==> src/rtl/onehot_to_bin_encoder.sv <==
// Registered one-hot to binary encoder with valid/ready handshake.
// Flags malformed words (none or several bits set) and keeps a saturating error count.
module onehot_to_bin_encoder #(
    parameter int unsigned OH_W  = 8,
    parameter int unsigned BIN_W = $clog2(OH_W),
    parameter int unsigned CNT_W = 8
) (
    input  logic             clk,
    input  logic             rst_n,
    input  logic             in_valid,
    output logic             in_ready,
    input  logic [OH_W-1:0]  in_onehot,
    output logic             out_valid,
    input  logic             out_ready,
    output logic [BIN_W-1:0] out_bin,
    output logic             out_err,
    output logic [CNT_W-1:0] err_count,
    input  logic             err_clr
);

    logic             out_valid_q, out_valid_d;
    logic [BIN_W-1:0] out_bin_q, out_bin_d;
    logic             out_err_q, out_err_d;
    logic [CNT_W-1:0] err_count_q, err_count_d;

    logic [BIN_W-1:0] lowest_idx;
    logic             found;
    logic             zero_set;
    logic             multi_set;
    logic             malformed;
    logic             accept;
    logic             xfer;

    // Priority scan from bit 0 so multi-bit words report their lowest set bit.
    always_comb begin
        lowest_idx = '0;
        found      = 1'b0;
        for (int unsigned i = 0; i < OH_W; i++) begin
            if (in_onehot[i] && !found) begin
                lowest_idx = BIN_W'(i);
                found      = 1'b1;
            end
        end
    end

    assign zero_set  = ~|in_onehot;
    assign multi_set = |(in_onehot & (in_onehot - OH_W'(1)));
    assign malformed = zero_set | multi_set;

    assign in_ready = rst_n & (~out_valid_q | out_ready);
    assign accept   = in_valid & in_ready;
    assign xfer     = out_valid_q & out_ready;

    always_comb begin
        out_valid_d = out_valid_q;
        out_bin_d   = out_bin_q;
        out_err_d   = out_err_q;
        if (accept) begin
            out_valid_d = 1'b1;
            out_bin_d   = lowest_idx;
            out_err_d   = malformed;
        end else if (xfer) begin
            out_valid_d = 1'b0;
        end
    end

    // Clear wins over a same-cycle malformed accept.
    always_comb begin
        err_count_d = err_count_q;
        if (err_clr) begin
            err_count_d = '0;
        end else if (accept && malformed && (err_count_q != '1)) begin
            err_count_d = err_count_q + CNT_W'(1);
        end
    end

    always_ff @(posedge clk) begin
        if (!rst_n) begin
            out_valid_q <= 1'b0;
            out_bin_q   <= '0;
            out_err_q   <= 1'b0;
            err_count_q <= '0;
        end else begin
            out_valid_q <= out_valid_d;
            out_bin_q   <= out_bin_d;
            out_err_q   <= out_err_d;
            err_count_q <= err_count_d;
        end
    end

    assign out_valid = out_valid_q;
    assign out_bin   = out_bin_q;
    assign out_err   = out_err_q;
    assign err_count = err_count_q;

endmodule

==> config.mk <==
export PLATFORM = sky130hd
export DESIGN_NAME = onehot_to_bin_encoder
export DESIGN_NICKNAME = d
export VERILOG_FILES = /design/src/rtl/onehot_to_bin_encoder.sv
export SDC_FILE = /design/constraint.sdc
export NUM_CORES = 1
export LEC_CHECK = 0
export BUFFER_PORTS_ARGS = -buffer_cell sky130_fd_sc_hd__buf_2
export CORE_ASPECT_RATIO = 1.5
export CORE_MARGIN = 8
export CORE_UTILIZATION = 28
export DETAILED_ROUTE_END_ITERATION = 12
export GPL_TIMING_DRIVEN = 0
export PLACE_DENSITY = 0.53
export REMOVE_ABC_BUFFERS = 1
export SLEW_MARGIN = 10
export SYNTH_ARGS = -nofsm -noshare
export SYNTH_HDL_FRONTEND = slang
export SYNTH_SLANG_ARGS = --single-unit
==> constraint.sdc <==
create_clock -name clk -period 1.7 [get_ports clk]
set_input_delay 0.34 -clock clk [delete_from_list [all_inputs] [get_ports clk]]
set_output_delay 0.34 -clock clk [all_outputs]
set_load 0.005 [all_outputs]
Word level (Yosys, flattened, before mapping)
Index checks and enable logic that the tools add are counted. W data, S select, Z words.

Mux-type cells: 16. Bitwise operators: 8. Reduce and logical (&&, ||, !) cells: 21. Eq/ne operators: 1. Add/subtract/negate cells: 2.

Operators by type and width (number): $mux W3 (6); $reduce_or A8 Y1 (2); $mux W1 (10); $logic_and A1 B1 Y1 (9); $add A8 B1 Y8 const B (1); $and A8 B8 Y8 (1); $logic_not A1 Y1 (8); $ne A8 B8 Y1 const B (1); $sub A8 B1 Y8 const B (1); $and A1 B1 Y1 (3); $not A1 Y1 (2); $or A1 B1 Y1 (2); $reduce_bool A2 Y1 (1); $reduce_or A2 Y1 (1).

Output and inout port bits: 14. Logic and storage cells: 52. Flip-flop bits (word level): 13.

Longest topological paths before layout
Word-level depth: 22. Depth in mapped cells: 6. Gate-level depth less buffers: 5.

Worst setup path before layout
OpenSTA, ideal clock, no wires.

Path kind: input to register. Start point: input port in_onehot[3]. End point: register err_count_q[2] (netlist: err_count[2]). Slack: 90 ps. Arrival: 1540 ps. Setup time: 70 ps. Cell stages on the path: 5. Cell sequence: nor2b_1 a221oi_4 nor2_2 or4_1 a21oi_1.

Word-level cells in the longest chain between the ends: 6. Elaborated cells on any way between the ends: 8.

RTL lines: start, declared (RTL line 12) `input logic [OH_W-1:0] in_onehot,`; $sub A8 B1 Y8 (RTL line 47) `assign multi_set = |(in_onehot & (in_onehot - OH_W'(1)));`; $and A8 B8 Y8 (RTL line 47); $reduce_or A8 Y1 (RTL line 47); $or A1 B1 Y1 (*) (RTL line 48) `assign malformed = zero_set | multi_set;`; $logic_and A1 B1 Y1 (*) (2 in series) (RTL line 72) `end else if (accept && malformed && (err_count_q != '1)) begin`; end signal, assigned (RTL line 87) `err_count_q <= err_count_d;`; end, declared (RTL line 24) `logic [CNT_W-1:0] err_count_q, err_count_d;`.

Mark *: on every way between the ends. The rest lies on a longest branch, timed or not. A chain may end at the register's enable or synchronous reset.

Final worst setup path
Start point: input port in_onehot[5]. End point: register err_count_q[2] (netlist: err_count[2]).

The elaborated chain is that of the path after synthesis.

==> results.toml <==
[floorplan]
dieArea_um2 = 4860
fp-row-count = 24
die_h_um = 81.4
placeableCoreArea_um2 = 2820
start_util = 0.283
ios = 27
die_x_um = 59.6

[power]
powerDensity_nw_per_um2 = 683
p_leak_nw = 0.408
peakVddDrop_mv = 0.300

[critical_path]
cp_slowest_cell = "or4_1"
crit_fanout = 13
ff2ff_path_depth = 5
start_kind = "input port"
path_cells = "buf_2, xor2_1, a211oi_2, o21bai_4, or4_1, a21oi_1"
r2r_slack_ns = 0.10
cpPeakStageDelay_ns = 0.49
crit_family = "compound AO/OA/AOI/OAI gates"
worstSetupPathType = "in -> reg"
rr_startpoint = "out_valid"
worst-path-buf-inv = 1
cp-end-kind = "flip-flop"
crit_required_ns = 1.87
reg2reg_to = "err_count[2]"
critPathArrivalTime_ns = 1.81

[sta]
worstMarginPinSlew_ns = 0.511
layout_setup_ws_ns = 0.0610
final-hold-violation-count = 0
slew_violations = 0
skew_ns = 0.000752
min_period_ns = 1.64
relSlewSlack = 0.654
timing.fmax_mhz = 610
fin_crit_sh = 0.964
setup_viol = 0

[hold_path]
hp-class = "in -> reg"
min_to = "out_valid"
hold_depth = 3
hold_start = "in_valid"

[clock_network]
cts.sinks = 13
tritoncts = "yes"
numCtsBuffers = 3
cts_hold_buf = 0
clkSlewWorstSetupHoldPaths_ns = 0.06
insertion_delay_ns = 0.24
h-tree-depth = 1
cts.path.max_buffers = 2
clockRootBuffer = "clkbuf_8"

[grt]
grt_pass1_wl_mm = 3.54
grt_pass1_vias = 799
grt_max_degree = 14
gr-total-overflow = 0
grt_usage = 0.0962
grt_antenna_before_repair = 0

[synthesis]
synth_edf_count = 0
ys.flop_type = "dfxtp_1"
syn_area_um2 = 800
synth_fa_ha_area_frac = 0.0156
synthSimpleGateAreaFrac = 0.332
postSynthCellCount = 96
synth.distinct_cells = 39
yosys_warnings = 0
synth_compound_area_frac = 0.290
synth_mux_area_frac = 0
ys_ff_latch = 13
ys_seq_area_frac = 0.326
async_flop_share = 0
syn_avg_cell_area_um2 = 8.33
synth_xor_area_frac = 0.0219
synth_top_family_by_area = "simple AND/OR/NAND/NOR gates"

[detailed_routing]
route.vias.total = 849
drc = 0
wirelength_mm = 2.31
routedWlPerCell_um = 14.1
drt_iter0_drc = 23
drtPass1Iterations = 4
vias_per_cell = 5.18
final_antenna_net_count = 0

[placement]
portBuffers = 26
place.gp.congestion = 0.667
place_ws_ns = -0.361
place_hpwl_mm = 1.79

[run]
maxCapViolations = 0

[layout]
drive_above_1_share = 0.296
fin_util = 0.366
fin_nets = 140
num_antenna_cells = 0
syn2layout_area_growth_pct = 29.3

[outcome]
status = "complete, no violations"
==> sequential cells by signal, summed over array words and instances, names as in the netlist <==
name and flops:
err_count 8, out_valid 1, out_bin 3, out_err 1
==> stage by stage <==
| stage | cells | TNS (ns) | power [mW] | hold WS (ns) | cell area, um2 |
|---|---|---|---|---|---|
| after floorplan | 94 | 0 | 0.378 | 0.457 | 791 |
| after global placement | 159 | -2.06 | 0.420 | 0.449 | 970 |
| after detailed placement | 159 | -2.59 | 0.425 | 0.452 | 970 |
| after CTS | 163 | 0 | 0.706 | 0.369 | 1020 |
| after global routing | 164 | -0.00793 | 0.734 | 0.372 | 1030 |
| final | 164 | 0 | 0.706 | 0.369 | 1030 |
==> repair_timing <==
action / CTS / global route
pin swaps: 0 / 1
gates cloned: 0 / 0
resized for setup: 1 / 1
setup endpoints to repair: 8 / 1
buffers inserted: 0 / 1
==> layer usage <==
layer,vias up,GRT usage,wire length (um)
met1,402,0.0942,954
met3,2,0.0188,50
met2,16,0.172,1260
li1,429,-,-
met4,0,0.0719,42
met5,-,0,0
==> cells in the mapped netlist (all sizes together) (2+ instances only) <==
cell	instances	share of area
o21ai	6	0.038
nand2	11	0.052
a21oi	3	0.019
nor2b	3	0.023
o31ai	2	0.019
dfxtp	13	0.33
nor4	2	0.016
a211oi	3	0.034
nand2b	2	0.016
o211ai	6	0.056
xor2	2	0.022
nand3	5	0.038
and3	2	0.016
nor4b	4	0.044
nand4	2	0.016
o21ba	2	0.025
nor2	8	0.041
or4	4	0.038
==> worst register-to-register path, stage by stage (launching register included) <==
cell	delay [ns]
dfxtp_1	0.31
nand2b_1	0.12
nand3_2	0.17
o21bai_4	0.28
or4_1	0.50
a21oi_1	0.15
==> power breakdown <==
| group | switching, mW | total [mW] | leakage, nW | internal, mW |
|---|---|---|---|---|
| sequential | 0.00403 | 0.316 | 0.105 | 0.312 |
| combinational | 0.0615 | 0.107 | 0.280 | 0.0456 |
| clock | 0.117 | 0.283 | 0.0228 | 0.166 |
| total | 0.183 | 0.706 | 0.408 | 0.523 |
==> cell usage in the layout (no fill, tap or decap), types with 3 or more instances in the layout <==
master	synthesis	final
a21oi_1	3	3
buf_2	1	26
clkbuf_8	0	3
dfxtp_1	13	13
nand2_1	11	11
nand3_1	4	4
nor2_1	7	7
nor2b_1	3	3
nor4b_1	4	4
o211ai_1	6	6
o21ai_0	5	5
or4_1	4	4
==> worst max-delay path by stage <==
stage | slack (ns) | to | start | cells after the start
floorplan | 0.08 | err_count[2] | in_onehot[5] | 5
global placement | -0.30 | err_count[7] | in_onehot[1] | 6
detailed placement | -0.36 | err_count[7] | in_onehot[5] | 6
CTS | 0.03 | err_count[2] | out_valid | 5
global route | -0.008 | err_count[2] | in_onehot[5] | 6
finish | 0.06 | err_count[2] | in_onehot[5] | 6
==> final cells by class <==
type,count,area [um2]
timing repair buffer,27,138
multi-input combinational,80,538
fill,326,1790
sequential,13,260
inverter,1,3.75
tap,39,48.8
clock buffer,4,45.0
==> logic make-up (layout without fill, tap and decap cells) <==
kind of cell	count (synthesis)	after routing
simple gates	47	47
compound gates	30	30
flops	13	13
buf+inv	3	32
xor+xnor	2	2
fa+ha+maj	1	1
No activity file was read; power rests on OpenSTA's default activity.
